===== src/rtl/serial_pattern_tx.sv =====
// Serial frame transmitter: sync pattern, zero-stuffed MSB-first payload, one idle guard bit.
// Outputs are registered one cycle behind the state that produces them.
//
// state | meaning
// IDLE  | line at 0, READY high, waiting for LOAD
// PRE   | shifting out the sync pattern MSB-first
// DATA  | shifting out payload bits MSB-first
// STUFF | inserted 0 after two consecutive payload 1s
// GAP   | guard bit at 0, DONE pulse, back to IDLE
module serial_pattern_tx #(
    parameter int                 PAT_LEN = 5,
    parameter logic [PAT_LEN-1:0] PAT     = 5'b10111,
    parameter int                 DATA_W  = 8
) (
    input  logic              CLK,
    input  logic              RST,
    input  logic [DATA_W-1:0] DIN,
    input  logic              LOAD,
    output logic              READY,
    output logic              OUT,
    output logic              BUSY,
    output logic              DONE
);

    localparam int PC_W = (PAT_LEN > 1) ? $clog2(PAT_LEN) : 1;
    localparam int BC_W = $clog2(DATA_W + 1);

    typedef enum logic [2:0] {
        IDLE,
        PRE,
        DATA,
        STUFF,
        GAP
    } state_t;

    state_t            state;
    logic [DATA_W-1:0] shift_reg;
    logic [PC_W-1:0]   pat_cnt;
    logic [BC_W-1:0]   bit_cnt;
    logic [1:0]        ones_cnt;
    logic              cur_bit;

    assign cur_bit = shift_reg[DATA_W-1];

    always_ff @(posedge CLK) begin
        if (RST) begin
            state     <= IDLE;
            shift_reg <= '0;
            pat_cnt   <= '0;
            bit_cnt   <= '0;
            ones_cnt  <= '0;
            OUT       <= 1'b0;
            READY     <= 1'b1;
            BUSY      <= 1'b0;
            DONE      <= 1'b0;
        end else begin
            case (state)
                IDLE: begin
                    OUT   <= 1'b0;
                    READY <= 1'b1;
                    BUSY  <= 1'b0;
                    DONE  <= 1'b0;
                    if (LOAD) begin
                        shift_reg <= DIN;
                        pat_cnt   <= PC_W'(PAT_LEN - 1);
                        bit_cnt   <= BC_W'(DATA_W);
                        ones_cnt  <= '0;
                        state     <= PRE;
                    end
                end
                PRE: begin
                    // pat_cnt counts down, so PAT[pat_cnt] walks the pattern MSB-first
                    OUT   <= PAT[pat_cnt];
                    READY <= 1'b0;
                    BUSY  <= 1'b1;
                    DONE  <= 1'b0;
                    if (pat_cnt == '0) begin
                        state <= DATA;
                    end else begin
                        pat_cnt <= pat_cnt - PC_W'(1);
                    end
                end
                DATA: begin
                    OUT       <= cur_bit;
                    READY     <= 1'b0;
                    BUSY      <= 1'b1;
                    DONE      <= 1'b0;
                    shift_reg <= {shift_reg[DATA_W-2:0], 1'b0};
                    bit_cnt   <= bit_cnt - BC_W'(1);
                    if (cur_bit) begin
                        ones_cnt <= ones_cnt + 2'd1;
                        // second 1 in a row: stuff even after the last payload bit
                        if (ones_cnt == 2'd1) begin
                            state <= STUFF;
                        end else if (bit_cnt == BC_W'(1)) begin
                            state <= GAP;
                        end
                    end else begin
                        ones_cnt <= '0;
                        if (bit_cnt == BC_W'(1)) begin
                            state <= GAP;
                        end
                    end
                end
                STUFF: begin
                    OUT      <= 1'b0;
                    READY    <= 1'b0;
                    BUSY     <= 1'b1;
                    DONE     <= 1'b0;
                    ones_cnt <= '0;
                    state    <= (bit_cnt == '0) ? GAP : DATA;
                end
                GAP: begin
                    OUT   <= 1'b0;
                    READY <= 1'b0;
                    BUSY  <= 1'b1;
                    DONE  <= 1'b1;
                    state <= IDLE;
                end
                default: begin
                    state <= IDLE;
                end
            endcase
        end
    end

endmodule


===== config.mk =====
export PLATFORM = sky130hd
export DESIGN_NAME = serial_pattern_tx
export DESIGN_NICKNAME = d
export VERILOG_FILES = /design/src/rtl/serial_pattern_tx.sv
export SDC_FILE = /design/constraint.sdc
export NUM_CORES = 1
export LEC_CHECK = 0
export ABC_AREA = 1
export BUFFER_PORTS_ARGS = -buffer_cell sky130_fd_sc_hd__buf_2
export CAP_MARGIN = 15
export CORE_MARGIN = 1.5
export CORE_UTILIZATION = 50
export DETAILED_ROUTE_END_ITERATION = 16
export PLACE_DENSITY = 0.69
export SETUP_SLACK_MARGIN = 0.2
export SLEW_MARGIN = 20
export SYNTH_ARGS = -nofsm -noshare
export SYNTH_HDL_FRONTEND = slang
export SYNTH_SLANG_ARGS = --single-unit

===== constraint.sdc =====
create_clock -name CLK -period 3.05 [get_ports CLK]
set_clock_uncertainty 0.1 [all_clocks]
set_input_delay 0.915 -clock CLK [delete_from_list [all_inputs] [get_ports CLK]]
set_output_delay 0.915 -clock CLK [all_outputs]
set_load 0.05 [all_outputs]

# Word-level counts from Yosys, hierarchy flattened
# Memories as Yosys holds them, arrays and structs flattened. A register that Yosys moved wholly into a read port is not among the register bits.
# Cells that the tools add are included.
# W data, S select, Z words.
# word_totals
word_cells,63
out_inout_bits,4
ff_bits,24
input_bits,11
rom_bits,8
ram_bits,0
latch_bits,0
mem_count,1
# mem_list
memory,depth,word_bits,read_ports,rd_clocked_by_memory_dff,wr,line,text
(no name shown),8,1,1,1,0,73,OUT <= PAT[pat_cnt];
# op_classes
magnitude_cmp,1
n_bitwise,0
div_mod_pow,0
add_sub_neg,3
n_mux,24
eq_ne,9
mul,0
shifts,0
reduce_logical,16
# ops
cell,n
$mux W3,10
$pmux W8 S2,1
$pmux W3 S4,1
$mux W8,1
$pmux W4 S2,1
$reduce_bool A2 Y1,4
$reduce_or A4 Y1,2
$eq A3 B2 Y1 const B,2
$logic_not A3 Y1,2
$ne A2 B2 Y1 const B,3
$pmux W1 S2,3
$pmux W2 S3,1
$pmux W3 S2,1
$reduce_and A2 Y1,3
$reduce_bool A3 Y1,2
$eq A4 B1 Y1 const B,1
$logic_not A4 Y1,1
$lt A3 B4 Y1 const B,1
$mux W2,2
$mux W4,1
$sub A4 B1 Y4 const B,1
$eq A3 B1 Y1 const B,1
$eq A3 B3 Y1 const B,1
$pmux W1 S3,1
other kinds (6),6

# Depth between registers and ports, before layout
# Gate-level depths: netlist of run 1.
# logic_depth
word_depth,5
ltp_mapped,8
mapped_depth_nobuf,8

# Least setup slack after synthesis of run 1
# Ideal clock, no wire load.
# synth_path
kind,in2reg
startpoint,input port RST
endpoint,register OUT
required_ns,2.876
path_stages,5
t_arrival_ns,1.677
path_buffers,2
setup_ns,0.074
path_slack_ns,1.199
cell_sequence,buf_2 -> inv_1 -> clkbuf_1 -> o21ai_0 -> a31oi_1
# synth_rtl
item,line,text
start: declaration,16,"input logic RST,"
end signal: assignment,73,
end signal: assignment,84,OUT <= cur_bit;
end: declaration,20,"output logic OUT,"

# Final worst setup path of run 1
# layout_path
startpoint,register READY
endpoint,output port READY
# layout_rtl
item,line,text
start: declaration,19,"output logic READY,"
start signal: assignment,53,READY <= 1'b1;
start signal: assignment,60,READY <= 1'b1;
start signal: assignment,74,READY <= 1'b0;
# No word-level cell between the ends.

==> qor.txt, run 1 <==
Wire length per cell: 11.7 um
RSZ-0062 raised after global routing: no
# rows: 17
Switching Power: 0.000500 W
Crit path max fanout: 2
Post-Synthesis Cells: 158
Mean Syn Cell Area: 7.96 um2
CTS root buffer: clkbuf_4
Cell Area, Synth: 0.00126 mm2
Top cells by area, synth: dfxtp_1 (40%), nand2_1 (8.7%), nand3_1 (7.2%), ha_1 (6.0%), o211a_1 (5.6%)
Pwr Total: 0.00115 W
Hold EP: BUSY
Post-DRT Antenna Nets: 0
Worst IR Drop VDD: 451 uV
CTS tree: done
Vias: 1,055
Reg area: 500 um2
Cell taking the most area after synthesis: dfxtp_1
R2R depth: 6
FF-to-FF Start: state[2]
Commonest cells in the netlist: nand2_1 (29), dfxtp_1 (25), nand3_1 (18), inv_1 (14), nor2_1 (13)
Overall Global Routing Usage: 19.8%
Synth top area share: 39.8%
Antenna violations before repair: 0
Switch share: 43.7%
# IOs: 15
Most frequent cell after synthesis: nand2_1
Post-synth EDFFs: 0
Max-slew violation count: 0
N_diodes: 0
DIE HEIGHT: 53.2 um
First-pass GRT wire length: 4.09 mm
Synth cell types: 28
DR iter-0 viols: 26
Yosys warnings: 0
Post-synthesis mux area share: 0%
CTS clk-pin slew, worst paths: 0.13 ns
Gpl congestion: 0.827
Finished Cell Area: 0.00134 mm2
Wirelength, routed: 2.32 mm
P_int: 0.000645 W
Vias in the first global route: 985
Final Hold Viols: 0
Vias/cell: 5.33
Top_reg_cell synth: dfxtp_1
Synth Area in XOR/XNOR: 1.39%
GR Overflow Total: 0
Maximum clock path buffer count: 2
Crit path time final: 1.94 ns
Worst setup SP type: flip-flop
# fillers: 222
Placed Area: 0.00132 mm2
Hold Buf Count CTS: 0
Seq/Total Area, Yosys: 39.8%
Comb power frac: 45.2%
FF-to-FF End: bit_cnt[2]
Hpwl dp: 1.71 mm
Synth Area in Compound Gates: 14.4%
Status: completed
Min-delay src: BUSY
Worst-path cell chain: buf_2
Final period util: 63.5%
Fin nets: 188
Final Worst Setup Slack: 1.11 ns
Post-synthesis simple-gate area fraction: 29.7%
Worst Path Buf+Inv: 1
Largest net degree at the start of global routing: 17
Pre-Repair DR Iteration Count: 4
Drt drc: 0
FF-to-FF setup slack: 1.39 ns
FF+latch count, synth: 25
Core Region: 0.00230 mm2
CTS resizes: 0
Max stage delay on crit path: 0.35 ns
Num Clock Sinks: 25
Worst Tran Pin Value: 0.525 ns
Static leakage: 0.653 nW
Adder-Cell Fraction of Synth Area: 5.97%
Power per Cell Area: 852 mW/mm2
Clk_lat worst skew: 0.31 ns
Endpoint class of the critical path: primary output
# H-tree levels: 1
Highest clock rate: 0.516 GHz
Smallest hold slack: 0.378 ns
CP Class: reg -> out
Cell count of the worst hold path: 2
Sequential share of power: 42.3%
Layout cells sized above 1: 19.4%
Die W: 53.2 um
Multi-input gate area in the final layout: 647 um2
CP top delay family: flip-flops
Largest family of logic cells by synthesized area: simple AND/OR/NAND/NOR gates
Initial cell density of the core: 54.7%
Die Area: 0.00282 mm2
Rel. slew slack: 65.0%
Async SR Flop Fraction: 0%
Post-CTS Setup Repair Bufs: 0
MaxCap Viol Count: 0
Clk pwr share: 12.5%
Required time of the worst setup path: 2.03 ns
Setup violators final: 0
Setup tns final: 0 ns
HP Class: reg -> reg
Largest register FFs: 8
Number of port buffers: 14
Post-synth net total: 175
Layout area overhead: 6.87%
Num CTS Buffers: 3
Slowest cell on crit path: dfxtp_1
Dpl ws: 1.04 ns
CP Data Arrival Time: 0.92 ns
how the worst max path moves through the flow:
stage	endpoint	from	depth (start not counted)
global route	OUT	OUT	1
finish	READY	READY	1
detailed placement	READY	RST	4
CTS	OUT	OUT	1
floorplan	OUT	RST	5
global placement	shift_reg[1]	LOAD	5
power by group through the flow:
stage / sequential [W] / clock [W] / combinational (W)
floorplan: 0.000522 / 0 / 0.000410
global placement: 0.000488 / 0 / 0.000500
detailed placement: 0.000491 / 0 / 0.000512
CTS: 0.000483 / 0.000152 / 0.000518
global route: 0.000497 / 0.000165 / 0.000590
finish: 0.000484 / 0.000144 / 0.000517
cells in the final DEF (no fill, tap or decap), drive strengths merged:
cell and instances:
clkinv 1, dfxtp 25, nand4 2, nor2 18
inv 17, clkbuf 3, nor3 2, o211a 7
xor2 2, nand3 21, nand2 32, a31oi 1
ha 6, o21a 2, o22ai 1, o21ai 8
a31o 1, a21oi 7, buf 14
per-layer routing:
layer | GRT usage (%) | part of all wire, % | vias up
li1 | - | - | 551
met1 | 26.1 | 50 | 479
met2 | 31.5 | 44 | 19
met3 | 2.82 | 4.1 | 6
met4 | 9.40 | 1.9 | 0
met5 | 0 | 0 | -
kinds of logic after synthesis:
kind of cell | Yosys count
adders and majority gates | 6
xor gates and xnor gates | 2
and+or+nand+nor | 75
AOI/OAI and AO/OA | 27
DFF | 25
buffers and inverters | 23
per-stage QoR:
step	instances	util (%)
6_report	198	58.5
2_1_floorplan	158	-
3_5_place_dp	194	57.3
5_1_grt	198	58.5
3_3_place_gp	194	57.3
4_1_cts	198	58.5
area by class of cell:
class                           instances  area share, %
Sequential cell                        25           37.2
Timing Repair Buffer                   14           5.21
Clock buffer                            3           1.68
Multi-Input combinational cell        110           48.1
Inverter                               17           4.75
Tap cell                               28           2.61
Clock inverter                          1          0.372
(Power assumes the default switching activity.)
==> run 2: changes to the inputs <==
clock period = 1.95 ns   (was 3.05 ns; I/O delays follow)
==> qor.txt, run 2 (synthesis results as in run 1) <==
Drt drc: 0
Static leakage: 0.661 nW
Min-delay src: BUSY
Pre-Repair DR Iteration Count: 4
Num Clock Sinks: 25
Vias: 1,050
Final Hold Viols: 0
HP Class: reg -> reg
Hpwl dp: 1.83 mm
Fin nets: 190
Hold Buf Count CTS: 0
Status: completed
Maximum clock path buffer count: 2
Vias/cell: 5.25
Commonest non-fill, non-tap cell in the layout: nand2_1
Met3 Use GR: 2.54%
Wire length per cell: 12.3 um
Endpoint class of the critical path: primary output
# H-tree levels: 1
CTS clk-pin slew, worst paths: 0.13 ns
Highest clock rate: 0.617 GHz
Rel. slew slack: 74.5%
CP top delay family: flip-flops
Setup tns final: 0 ns
Worst IR Drop VDD: 766 uV
GRT Max-Usage Layer: met2
Largest register FFs: 8
GR Overflow Total: 0
Met2 layer usage reported by global route: 32.7%
Sequential share of power: 42.0%
Wirelength, routed: 2.45 mm
DR iter-0 viols: 30
Final period util: 83.1%
Overall Global Routing Usage: 20.7%
FF-to-FF End: ones_cnt[0]
Antenna violations before repair: 0
Hold EP: BUSY
Clk_lat worst skew: 0.31 ns
CP Class: reg -> out
FF-to-FF setup slack: 0.38 ns
Layout area overhead: 8.36%
DIE HEIGHT: 53.2 um
N_diodes: 0
Layout cells sized above 1: 19.8%
# rows: 17
FF-to-FF Start: state[2]
Required time of the worst setup path: 1.26 ns
Initial cell density of the core: 54.7%
Power per Cell Area: 1330 mW/mm2
RSZ-0062 raised after global routing: no
# IOs: 15
CP Data Arrival Time: 0.94 ns
CTS tree: done
Clk pwr share: 12.5%
Worst-path cell chain: buf_2
Max stage delay on crit path: 0.36 ns
Worst setup SP type: flip-flop
Setup violators final: 0
Crit path max fanout: 2
Pwr Total: 0.00181 W
Core Region: 0.00230 mm2
Most frequent cells in the layout: nand2_1 (29), dfxtp_1 (25), nand3_1 (18)
Worst Path Buf+Inv: 1
Num CTS Buffers: 3
R2R depth: 7
Number of port buffers: 14
CTS root buffer: clkbuf_4
Post-DRT Antenna Nets: 0
Comb power frac: 45.5%
Gpl congestion: 0.811
Worst Tran Pin Value: 0.382 ns
Max-slew violation count: 0
Crit path time final: 1.62 ns
Largest net degree at the start of global routing: 17
Switching Power: 0.000790 W
Switch share: 43.6%
Slowest cell on crit path: dfxtp_1
MaxCap Viol Count: 0
P_int: 0.00102 W
Die Area: 0.00282 mm2
GRT met1 Usage: 27.7%
Cell count of the worst hold path: 2
First-pass GRT wire length: 4.23 mm
Vias in the first global route: 1,008
Die W: 53.2 um
==> run 2: per-layer routing <==
| layer | up-vias | wire (um) | part of all wire [%] |
|---|---|---|---|
| li1 | 553 | - | - |
| met1 | 463 | 1220 | 50 |
| met2 | 28 | 1090 | 44 |
| met3 | 6 | 98 | 4.0 |
| met4 | 0 | 49 | 2.0 |
| met5 | - | 0 | 0 |
==> run 2: how the worst max path moves through the flow <==
stage / slack, ns / endpoint / start / cells after the start
2_1_floorplan: 0.43 / OUT / RST / 5
3_3_place_gp: 0.35 / shift_reg[7] / LOAD / 5
3_5_place_dp: 0.27 / shift_reg[2] / LOAD / 5
4_1_cts: 0.32 / READY / READY / 1
5_1_grt: 0.23 / ones_cnt[0] / state[2] / 7
6_report: 0.33 / READY / READY / 1
==> run 2: layout make-up <==
| class | instances | area (um2) |
|---|---|---|
| flip-flops and latches | 25 | 500 |
| clock buffers | 4 | 26.3 |
| fillers | 228 | 935 |
| well taps | 28 | 35.0 |
| repair buffers | 16 | 85.1 |
| inverters | 17 | 63.8 |
| multi-input cells | 110 | 652 |
==> run 2: power by group through the flow <==
stage	logic, W	registers (W)	clock network, W
after global routing	0.000935	0.000781	0.000253
final	0.000824	0.000761	0.000226
after CTS	0.000819	0.000759	0.000236
after detailed placement	0.000816	0.000771	0
after global placement	0.000783	0.000764	0
after floorplan	0.000642	0.000817	0
==> run 2: what timing repair did <==
| item | in CTS | in global routing |
|---|---|---|
| setup buffers | 0 | 0 |
| resized for setup | 0 | 1 |
| endpoints found under the setup margin | 0 | 3 |
==> run 2: metrics by stage <==
stage / hold WS [ns] / utilization (%) / setup slack (ns) / cells / instance area (um2)
floorplan: 0.347 / - / 0.429 / 158 / 1260
global placement: 0.345 / 58.0 / 0.346 / 196 / 1330
detailed placement: 0.356 / 58.0 / 0.273 / 196 / 1330
CTS: 0.387 / 59.1 / 0.325 / 200 / 1360
global route: 0.410 / 59.3 / 0.227 / 200 / 1360
finish: 0.384 / 59.3 / 0.329 / 200 / 1360
==> run 3: changes to the inputs <==
PLACE_DENSITY = 0.72   (was 0.69)
clock period = 1.4 ns   (was 1.95 ns; I/O delays follow)
==> qor.txt, run 3 (synthesis results as in run 1) <==
Initial cell density of the core: 54.7%
Max stage delay on crit path: 0.41 ns
Final Worst Setup Slack: -0.0586 ns
GR Overflow Total: 0
Pre-Repair DR Iteration Count: 4
Crit path time final: 1.46 ns
Hold Buf Count CTS: 0
Clk pwr share: 9.2%
# H-tree levels: 1
MaxCap Viol Count: 0
Max-slew violation count: 0
Num Clock Sinks: 25
Fin nets: 221
Cell count of the worst hold path: 3
Commonest non-fill, non-tap cell in the layout: buf_4
P_int: 0.00213 W
Slowest cell on crit path: dfxtp_4
DIE HEIGHT: 53.2 um
Required time of the worst setup path: 1.53 ns
Worst IR Drop VDD: 1520 uV
Switching Power: 0.00184 W
Num CTS Buffers: 3
Vias/cell: 6.21
Switch share: 46.3%
Core Region: 0.00230 mm2
HP Class: in -> reg
Core Util, Final: 86.5%
CP Data Arrival Time: 1.59 ns
Wire length per cell: 20.2 um
GRT Max-Usage Layer: met2
Finished Cell Area: 0.00199 mm2
# rows: 17
CTS clk-pin slew, worst paths: 0.16 ns
Wirelength, routed: 4.67 mm
Met3 Use GR: 3.95%
FF-to-FF Start: state[2]
N_diodes: 0
Clk_lat worst skew: 0.34 ns
DR iter-0 viols: 72
# IOs: 15
Final period util: 104%
Number of port buffers: 14
Antenna violations before repair: 0
RSZ-0062 raised after global routing: yes
Failing checks: negative setup slack
Die Area: 0.00282 mm2
Endpoint class of the critical path: flip-flop
Rel. slew slack: 81.9%
Post-DRT Antenna Nets: 0
Die W: 53.2 um
Static leakage: 0.923 nW
Overall Global Routing Usage: 28.3%
Layout cells sized above 1: 63.5%
Placed Area: 0.00140 mm2
Largest register FFs: 8
Drt drc: 0
GRT met1 Usage: 35.2%
Final Hold Viols: 0
Highest clock rate: 0.686 GHz
Worst-path cell chain: buf_6, nor2_4, nand3_4, nand3_2, nand2_1, nor2_2, nand3_1
Most frequent cells in the layout: buf_4 (20), nand2_1 (13), dfxtp_1 (13)
Crit path max fanout: 7
Maximum clock path buffer count: 2
Power per Cell Area: 2000 mW/mm2
Comb power frac: 61.3%
First-pass GRT wire length: 5.65 mm
Status: complete, but fails checks
CTS tree: done
CTS root buffer: clkbuf_4
Hpwl dp: 1.93 mm
Largest net degree at the start of global routing: 15
Worst setup SP type: flip-flop
R2R depth: 7
CP Class: reg -> reg
Worst Tran Pin Value: 0.271 ns
Setup violators final: 4
Vias: 1,434
Vias in the first global route: 1,203
Met2 layer usage reported by global route: 49.4%
Setup crit start: state[2]
Min-delay src: DIN[0]
Layout area overhead: 58.1%
Sequential share of power: 29.5%
Gpl congestion: 0.826
-- run 3: final timing paths --
kind / end / slack (ns)
max: flip-flop / -0.06
min: shift_reg[0] / 0.21
max reg2reg: flip-flop / -0.06
min reg2reg: shift_reg[0] / 0.43
-- run 3: power by group through the flow --
stage / clock network [W] / registers [W] / logic, W
after CTS: 0.000333 / 0.00111 / 0.00191
after detailed placement: 0 / 0.00109 / 0.00125
after global routing: 0.000384 / 0.00119 / 0.00256
final: 0.000365 / 0.00117 / 0.00243
after floorplan: 0 / 0.00115 / 0.000926
after global placement: 0 / 0.00107 / 0.00121
-- run 3: what timing repair did --
item                       4_1_cts  5_1_grt
pin swaps                       24       24
setup buffers                   14        8
cloned                           1        0
setup endpoints to repair       26       28
resized for setup               67       42
-- run 3: routing by layer --
| layer | vias to the layer above | share of wire [%] |
|---|---|---|
| met5 | - | 0 |
| met4 | 0 | 5.8 |
| met3 | 35 | 7.2 |
| met2 | 92 | 48 |
| met1 | 692 | 39 |
| li1 | 615 | - |
-- run 3: critical path: cells and delay by family (launching register included) --
kind | cells | cell delay [ns]
and+or+nand+nor | 6 | 0.71
DFF | 1 | 0.41
buffers and inverters | 1 | 0.12
-- run 3: cell type report --
type | count | area, um2
clock inverters | 1 | 5.00
inverters | 17 | 78.8
well taps | 28 | 35.0
clock buffers | 3 | 22.5
repair buffers | 46 | 399
flip-flops and latches | 25 | 523
fillers | 94 | 309
multi-input cells | 111 | 925
-- run 3: per-stage QoR --
stage	std cells	TNS (ns)	setup slack [ns]	power, W	hold slack, ns
finish	231	-0.105	-0.0586	0.00397	0.214
global route	231	-0.291	-0.133	0.00413	0.228
CTS	223	0	0.0386	0.00335	0.239
detailed placement	204	-0.00202	-0.00202	0.00233	0.371
global placement	204	0	0.0406	0.00228	0.345
floorplan	158	0	0.160	0.00207	0.347
